--- config.mk ---
export PLATFORM = sky130hd
export DESIGN_NAME = npu_tile_scheduler
export DESIGN_NICKNAME = d
export VERILOG_FILES = /design/src/rtl/npu_tile_scheduler.sv
export SDC_FILE = /design/constraint.sdc
export NUM_CORES = 1
export LEC_CHECK = 0
export ABC_AREA = 1
export CAP_MARGIN = 20
export CORE_MARGIN = 1
export CORE_UTILIZATION = 45
export CTS_BUF_LIST = sky130_fd_sc_hd__clkbuf_8
export DETAILED_ROUTE_END_ITERATION = 10
export DONT_BUFFER_PORTS = 1
export MAX_ROUTING_LAYER = met4
export PLACE_DENSITY_LB_ADDON = 0.1
export SLEW_MARGIN = 0
export SYNTH_ARGS = -nofsm -noshare
export SYNTH_HDL_FRONTEND = slang
export SYNTH_SLANG_ARGS = --single-unit
--- constraint.sdc ---
create_clock -name clk -period 1.7 [get_ports clk]
set_input_delay 0.255 -clock clk [delete_from_list [all_inputs] [get_ports clk]]
set_output_delay 0.255 -clock clk [all_outputs]
set_load 0.02 [all_outputs]
--- src/rtl/npu_tile_scheduler.sv ---
// npu_tile_scheduler: walks a tile range of the 8x8 grid, one tp_start per tile,
// and muxes SRAM ownership. Optional WAIT timeout: define NPU_SCHED_TIMEOUT_EN.
module npu_tile_scheduler #(
  parameter int TIMEOUT_CYCLES = 4096,
  parameter int TO_W           = 13
) (
  input  logic       clk,
  input  logic       rst_n,
  input  logic       cmd_valid,
  output logic       cmd_ready,
  input  logic [2:0] cmd_op,
  input  logic [2:0] cmd_i0,
  input  logic [2:0] cmd_i1,
  input  logic [2:0] cmd_j0,
  input  logic [2:0] cmd_j1,
  input  logic       host_req,
  output logic       host_gnt,
  output logic       sram_sel,
  output logic       tp_start,
  output logic [2:0] tp_tile_i,
  output logic [2:0] tp_tile_j,
  output logic [2:0] tp_op_code,
  input  logic       tp_done,
  output logic       busy,
  output logic [6:0] tiles_done,
  output logic       irq,
  output logic       err_cmd,
  output logic       err_timeout
);

  typedef enum logic [2:0] {
    S_IDLE,
    S_ISSUE,
    S_WAIT,
    S_NEXT,
    S_FIN
  } state_t;

  state_t r_state;
  state_t w_next;

  logic [2:0] r_op;
  logic [2:0] r_i1;
  logic [2:0] r_j0;
  logic [2:0] r_j1;
  logic [2:0] r_ti;
  logic [2:0] r_tj;
  logic [6:0] r_tiles;
  logic       r_err_cmd;
  logic       r_done_q;

  logic w_acc;
  logic w_bad;
  logic w_edge;
  logic w_row_end;
  logic w_last;
  logic w_to;

  // counter width must be able to hold the timeout limit
  if (TIMEOUT_CYCLES >= (1 << TO_W)) begin : g_to_w_too_small
    logic w_to_w_too_small;
    assign w_to_w_too_small = 1'b1;
  end

  assign w_acc     = (r_state == S_IDLE) & cmd_valid & ~host_req;
  assign w_bad     = (cmd_op > 3'd4) | (cmd_i0 > cmd_i1) | (cmd_j0 > cmd_j1);
  assign w_edge    = tp_done & ~r_done_q;
  assign w_row_end = (r_tj == r_j1);
  assign w_last    = w_row_end & (r_ti == r_i1);

`ifdef NPU_SCHED_TIMEOUT_EN
  logic [TO_W-1:0] r_to_cnt;
  logic            r_err_to;

  localparam logic [TO_W-1:0] TO_LAST = TO_W'(TIMEOUT_CYCLES - 1);

  assign w_to        = (r_state == S_WAIT) & ~w_edge & (r_to_cnt == TO_LAST);
  assign err_timeout = r_err_to;

  // WAIT watchdog: cleared on each issue, sticky error until next accept
  always_ff @(posedge clk or negedge rst_n) begin
    if (!rst_n) begin
      r_to_cnt <= '0;
      r_err_to <= 1'b0;
    end else begin
      if (r_state == S_ISSUE) begin
        r_to_cnt <= '0;
      end else if (r_state == S_WAIT) begin
        r_to_cnt <= r_to_cnt + 1'b1;
      end
      if (w_acc) begin
        r_err_to <= 1'b0;
      end else if (w_to) begin
        r_err_to <= 1'b1;
      end
    end
  end
`else
  assign w_to        = 1'b0;
  assign err_timeout = 1'b0;
`endif

  // state register
  always_ff @(posedge clk or negedge rst_n) begin
    if (!rst_n) begin
      r_state <= S_IDLE;
    end else begin
      r_state <= w_next;
    end
  end

  // next state and state-decoded outputs
  always_comb begin
    w_next    = r_state;
    cmd_ready = 1'b0;
    host_gnt  = 1'b0;
    sram_sel  = 1'b0;
    busy      = 1'b0;
    tp_start  = 1'b0;
    irq       = 1'b0;
    unique case (r_state)
      S_IDLE: begin
        host_gnt  = host_req;
        cmd_ready = ~host_req;
        if (w_acc) begin
          w_next = w_bad ? S_FIN : S_ISSUE;
        end
      end
      S_ISSUE: begin
        sram_sel = 1'b1;
        busy     = 1'b1;
        tp_start = 1'b1;
        w_next   = S_WAIT;
      end
      S_WAIT: begin
        sram_sel = 1'b1;
        busy     = 1'b1;
        if (w_edge) begin
          w_next = S_NEXT;
        end else if (w_to) begin
          w_next = S_FIN;
        end
      end
      S_NEXT: begin
        sram_sel = 1'b1;
        busy     = 1'b1;
        w_next   = w_last ? S_FIN : S_ISSUE;
      end
      S_FIN: begin
        irq    = 1'b1;
        w_next = S_IDLE;
      end
      default: begin
        w_next = S_IDLE;
      end
    endcase
  end

  // command latch, tile walker, completion count and reject flag
  always_ff @(posedge clk or negedge rst_n) begin
    if (!rst_n) begin
      r_op      <= '0;
      r_i1      <= '0;
      r_j0      <= '0;
      r_j1      <= '0;
      r_ti      <= '0;
      r_tj      <= '0;
      r_tiles   <= '0;
      r_err_cmd <= 1'b0;
      r_done_q  <= 1'b0;
    end else begin
      r_done_q <= tp_done;
      if (w_acc) begin
        r_op      <= cmd_op;
        r_i1      <= cmd_i1;
        r_j0      <= cmd_j0;
        r_j1      <= cmd_j1;
        r_tiles   <= '0;
        r_err_cmd <= w_bad;
        if (!w_bad) begin
          r_ti <= cmd_i0;
          r_tj <= cmd_j0;
        end
      end
      if ((r_state == S_WAIT) && w_edge) begin
        r_tiles <= r_tiles + 7'd1;
      end
      if ((r_state == S_NEXT) && !w_last) begin
        if (w_row_end) begin
          r_tj <= r_j0;
          r_ti <= r_ti + 3'd1;
        end else begin
          r_tj <= r_tj + 3'd1;
        end
      end
    end
  end

  assign tp_tile_i  = r_ti;
  assign tp_tile_j  = r_tj;
  assign tp_op_code = r_op;
  assign tiles_done = r_tiles;
  assign err_cmd    = r_err_cmd;

endmodule

==> results.md, run 1 <==
* Status: complete, no violations
* Fill count at 355
* Vias/cell at 5.08
* TritonCTS Buffers at 5
* Final std cells w/o fill at 280
* Mean post-synth cell area at 8.16 um2
* Main area contributors after synthesis: dfrtp_1, nand2_1, ha_1
* CP Capture Type: output pin
* Most frequent cell after synthesis: nand2_1
* Yosys top cell by area: dfrtp_1
* Core Area at 3720 um2
* RSZ-0062 raised after global routing: false
* Area grow syn2layout at 13.5%
* Final hold slack at approximately 0.096 ns
* Crit-path max FO at 5
* Post-DP Area at between 1500 and 2000 um2
* Final Max Slew Viols at 0
* Root Buffer: clkbuf_8
* Sequential cell area fraction in the yosys report at a little over two fifths
* Layout cells sized above 1 at 17.2%
* First-pass DRT Iterations at 4
* Post-route design area at around 2000 um2
* Async S/R FF share, synth at 100%
* DRT iter0 DRCs at 55
* Clock Path Buffers at 2
* Initial Util at a little under half
* Seq cells post-synth at 30
* Fmax at around 640 MHz
* Skew-Pair Late Insertion Delay at 0.28 ns
* Leak at 0.00105 uW
* Number of remaining DRC errors at 0
* Clk sinks at 30
* Final nets at 260
* DP Cell Count at 269
* Initial antenna violation count at 0
* CTS tree: done
* Critical path class: reg -> out
* Clk slew on worst S/H paths at roughly 0.070 ns
* Die width at 64.7 um
* Port Buffers at 0
* Die ar. at around 4200 um2
* Die extent in y at between 60 and 70 um
* Pwr Total at between 3000 and 4000 uW
* Synth cell count leaders: nand2_1, dfrtp_1, inv_1
* Hold Path Class: in -> reg
* IO Pins at 44
* EDFF count, synth at 0
* Gpl congestion at around 0.85
* Final hold violation count at 0
* Arrival time worst endpoint at 1.31 ns
* Post-synth top area share at a little over two fifths
* Max-cap viol count at 0
* Part of the cycle the worst path needs at 92.1%
* DP HPWL at 2860 um
* Setup violators final at 0
* Synth Instances at about 220
* Setup Skew at 0.00737 ns
* First-pass GRT wire length at 6360 um
* Cell variety after synth at 32
* Wire per inst at 13.1 um
* Routed WL at 3660 um
* PD cells at around 1800 nW/um2
* Required time worst endpoint at 1.44 ns
* GRT Resource Usage Total at 20.3%
* Largest net degree at the start of global routing at 31
* Synthesized area at 1770 um2
* Grt ovf at 0
* Worst IR Drop VDD at 801 uV
* YS warnings at 0
* H-tree Lvls at 2
* Post-route minimum period at approximately 1.6 ns
* Ys flop type: dfrtp_1
* Number of diodes at 0
* FP Rows at 22
* Mapped Nets at between 200 and 250
* Critical path startpoint category: flip-flop
* Antenna-violating nets left at 0
* Setup TNS at 0 ns
* Vias at 1422
* Vias in the first global route at 1465
path summary, 6_finish.rpt:
| check | startpoint | to | slack (ns) | cells after the start |
|---|---|---|---|---|
| hold reg to reg | r_j0[1] | r_j0[1] | 0.47 | 2 |
| hold / removal | cmd_j0[1] | r_j0[1] | 0.1 | 2 |
| setup reg to reg | r_state[0] | r_state[2] | 0.18 | 6 |
| min in group asynchronous | rst_n | r_state[1] | 0.42 | 2 |
| setup / recovery | r_state[1] | host_gnt | 0.13 | 5 |
| max in group asynchronous | rst_n | tiles_done[6] | 1.11 | 2 |
state kept, by name (all words and copies together), names as in the netlist:
signal and cells:
r_j1 3, tp_tile_i 3, r_i1 3, tp_tile_j 3
r_state 3, r_done_q 1, tp_op_code 3, err_cmd 1
tiles_done 7, r_j0 3
worst max-delay path, stage by stage (launching register included):
cell and delay, ns:
dfrtp_1 0.44, nor2_2 0.13, inv_1 0.07, nor2_2 0.13, inv_1 0.11, nor2_4 0.15
cell families after synthesis:
| logic type | synth area share [%] |
|---|---|
| AO/OA/AOI/OAI | 9.96 |
| adder cells (fa/ha/maj) | 6.36 |
| buffers and inverters | 9.47 |
| flip-flops | 42.4 |
| XOR/XNOR | 4.38 |
| other | 0.212 |
| AND/OR/NAND/NOR | 26.6 |
| multiplexers | 0.565 |
area by class of cell:
cell class | count | area (um2) | area share, %
inverters | 36 | 135 | 6.72
well taps | 48 | 60.1 | 2.99
multi-input cells | 146 | 865 | 43.0
clock inverters | 2 | 8.76 | 0.436
repair buffers | 12 | 108 | 5.35
flip-flops and latches | 30 | 751 | 37.4
clock buffers | 6 | 82.6 | 4.11
metal layers:
metal  up-vias  global-route usage [%]  wire length (um)
li1        716                       -                 -
met5         -                       -                 0
met3         7                    7.04               211
met1       660                    23.7              1670
met4         0                    7.50                53
met2        39                    32.2              1720
through the flow:
stage / worst slack (ns) / util [%]
6_report: 0.135 / 54.1
5_1_grt: 0.0247 / 54.1
4_1_cts: 0.0135 / 53.9
3_5_place_dp: 0.148 / 50.2
3_3_place_gp: 0.236 / 50.2
2_1_floorplan: 0.244 / -
report_power, final:
| part | leakage (uW) | internal, uW | switching [uW] |
|---|---|---|---|
| Sequential | 0.000377 | 1000 | 388 |
| Clock | 0.0000524 | 320 | 258 |
| Combinational | 0.000625 | 611 | 968 |
| Total | 0.00105 | 1930 | 1610 |
cells in the final DEF (no fill, tap or decap), drive strengths merged:
cell type and count:
o22ai 1, a21oi 8, o21ai 17, dfrtp 30, conb 1, dlygate4sd3 2, nor2 15, nand3 25
o21a 2, ha 9, clkinv 2, a21boi 1, buf 10, nand2 52, nand4 3, or2 1
clkbuf 6, o31ai 1, mux2i 1, nand3b 1, xnor2 6, xor2 2, inv 36
repair_timing:
action / 4_1_cts / 5_1_grt
gates resized for setup: 2 / 2
buffers inserted: 0 / 0
hold endpoints to repair: 31 / 0
endpoints found under the setup margin: 1 / 1
hold buffers: 3 / 0
No activity file was read; power rests on OpenSTA's default activity.
==> run 2: changes to the inputs <==
- ABC_AREA: 1 -> unset
==> results.md, run 2 <==
* Hold Path Stages at 2
* Synth cell count leaders: nand2_1, dfrtp_1, nor2_1
* Max-cap viol count at 0
* Most frequent cell after synthesis: nand2_1
* Mean post-synth cell area at 8.91 um2
* Die width at 63.8 um
* Antenna-violating nets left at 0
* Grt ovf at 0
* Crit-path max FO at 4
* RSZ-0062 raised after global routing: true
* Slew HR at 64.2%
* First-pass DRT Iterations at 4
* Critical path class: reg -> out
* Final nets at 261
* Commonest non-fill, non-tap cell in the layout: buf_4
* Final hold violation count at 0
* Yosys top cell by area: dfrtp_1
* Min-delay src: cmd_j0[2]
* Arrival time worst endpoint at 1.40 ns
* Synth Instances at ~190
* R2R Setup Slk at 0.05 ns
* Sequential cell area fraction in the yosys report at 43.7%
* YS warnings at 0
* Compound-gate portion of the synthesized area at between 10% and 20%
* Post-route minimum period at roughly 1.7 ns
* PD cells at 1740 nW/um2
* Async S/R FF share, synth at 100%
* Simple-gate share of the synthesized area at 20.5%
* Area grow syn2layout at 26.5%
* First-pass GRT wire length at 6840 um
* Setup violators final at 0
* Skew-Pair Late Insertion Delay at 0.27 ns
* EDFF count, synth at 0
* Vias/cell at roughly 5.3
* H-tree Lvls at 2
* TritonCTS Buffers at 5
* Reg2reg end: tp_tile_i[0]
* Core Area at about 3700 um2
* Mapped Nets at 222
* Most frequent cells in the layout: buf_4, nand2_1, dfrtp_1, nor2_1, o21ai_0
* Initial Util at 47.0%
* DRT iter0 DRCs at 72
* Initial antenna violation count at 0
* IO Pins at 44
* Post-synthesis adder-cell area fraction at between 6 and 7%
* Reg2reg path depth at 5
* XOR/XNOR Fraction of Synth Area at 5.09%
* Wire per inst at 14.4 um
* CP Capture Type: output pin
* Seq cells post-synth at 30
* Largest register FFs at 7
* Final std cells w/o fill at 281
* GRT Resource Usage Total at 22.5%
* Vias in the first global route at 1473
* Worst Hold End: r_j0[2]
* FP Rows at 22
* Clock Path Buffers at 2
* Worst-Margin Slew at 0.532 ns
* DP Cell Count at 268
* Vias at 1491
* Clk slew on worst S/H paths at 0.06 ns
* Final Max Slew Viols at 0
* Clk sinks at 30
* Post-synthesis mux area share at 1.31%
* Pwr Total at between 3000 and 4000 uW
* Die ar. at about 4000 um2
* Required time worst endpoint at 1.44 ns
* Main area contributors after synthesis: dfrtp_1, nand2_1, ha_1
* Status: complete, no violations
* Final worst setup slack at 0.0435 ns
* Place WS at -0.116 ns
* Cell variety after synth at 42
* Port Buffers at 0
* Worst IR Drop VDD at 846 uV
* Hold Path Class: in -> reg
* Critical path startpoint category: flip-flop
* Root Buffer: clkbuf_8
* Number of diodes at 0
* Routed WL at 4050 um
* Ys flop type: dfrtp_1
* Largest net degree at the start of global routing at 31
* Leak at 0.00103 uW
* Layout cells sized above 1 at 26.2%
* Part of the cycle the worst path needs at 97.4%
* Post-synth top area share at 43.7%
* Gpl congestion at 0.878
* Die extent in y at 63.8 um
* CTS tree: done
* Largest family of logic cells by synthesized area: simple AND/OR/NAND/NOR gates
* R2r startpoint: r_j1[0]
* Fmax at 604 MHz
* DP HPWL at 3170 um
* Synthesized area at between 1500 and 2000 um2
* Setup Skew at 0.00593 ns
* Number of remaining DRC errors at 0
==> run 2: layout make-up <==
cell class | instances | area (um2)
well taps | 48 | 60.1
repair buffers | 41 | 325
inverters | 11 | 41.3
clock inverters | 2 | 8.76
flip-flops and latches | 30 | 752
clock buffers | 6 | 82.6
multi-input cells | 143 | 905
fillers | 338 | 1490
==> run 2: worst max-delay path by stage <==
stage,start,end,depth (start not counted)
after detailed placement,cmd_j1[2],tp_tile_i[0],7
after global routing,r_state[0],host_gnt,3
after global placement,cmd_j1[2],tp_tile_i[0],7
after floorplan,r_state[1],tp_tile_i[0],6
final,r_state[0],host_gnt,3
after CTS,r_state[1],tp_tile_j[2],7
==> run 2: report_power, final <==
part / internal, uW / switching [uW]
registers: 995 / 289
clock network: 320 / 254
logic: 867 / 1050
==> run 2: stage by stage <==
| step | hold WS [ns] | TNS [ns] | cell area [um2] | util [%] |
|---|---|---|---|---|
| floorplan | -0.0406 | -0.133 | 1730 | - |
| detailed placement | -0.0392 | -0.259 | 2000 | 54.7 |
| CTS | 0.0759 | 0 | 2130 | 58.3 |
| global placement | -0.0395 | -0.0433 | 2000 | 54.7 |
| finish | 0.0828 | 0 | 2170 | 59.4 |
| global route | 0.0828 | -0.000989 | 2170 | 59.4 |
==> run 2: worst max-delay path: stages (launching register included) <==
cell     delay [ns]
dfrtp_1        0.44
buf_4          0.18
nor4b_1        0.31
buf_4          0.20
==> run 2: what timing repair did <==
| action | 4_1_cts | 5_1_grt |
|---|---|---|
| endpoints found under the hold margin | 31 | 0 |
| gates resized for setup | 0 | 7 |
| hold buffers | 3 | 0 |
| setup buffers | 0 | 2 |
| endpoints found under the setup margin | 0 | 9 |
==> run 2: layer usage <==
metal / track usage [%] / up-vias / part of all wire (%)
met5: - / - / 0
met4: 7.39 / 0 / 1.1
met3: 7.50 / 6 / 5.8
li1: - / 744 / -
met1: 27.9 / 709 / 45
met2: 34.4 / 32 / 48
==> run 2: logic make-up after synthesis <==
group | Yosys count
flops | 30
compound gates | 47
xor+xnor | 10
buf+inv | 20
fa+ha+maj | 9
other cells | 1
simple gates | 74
mux | 2
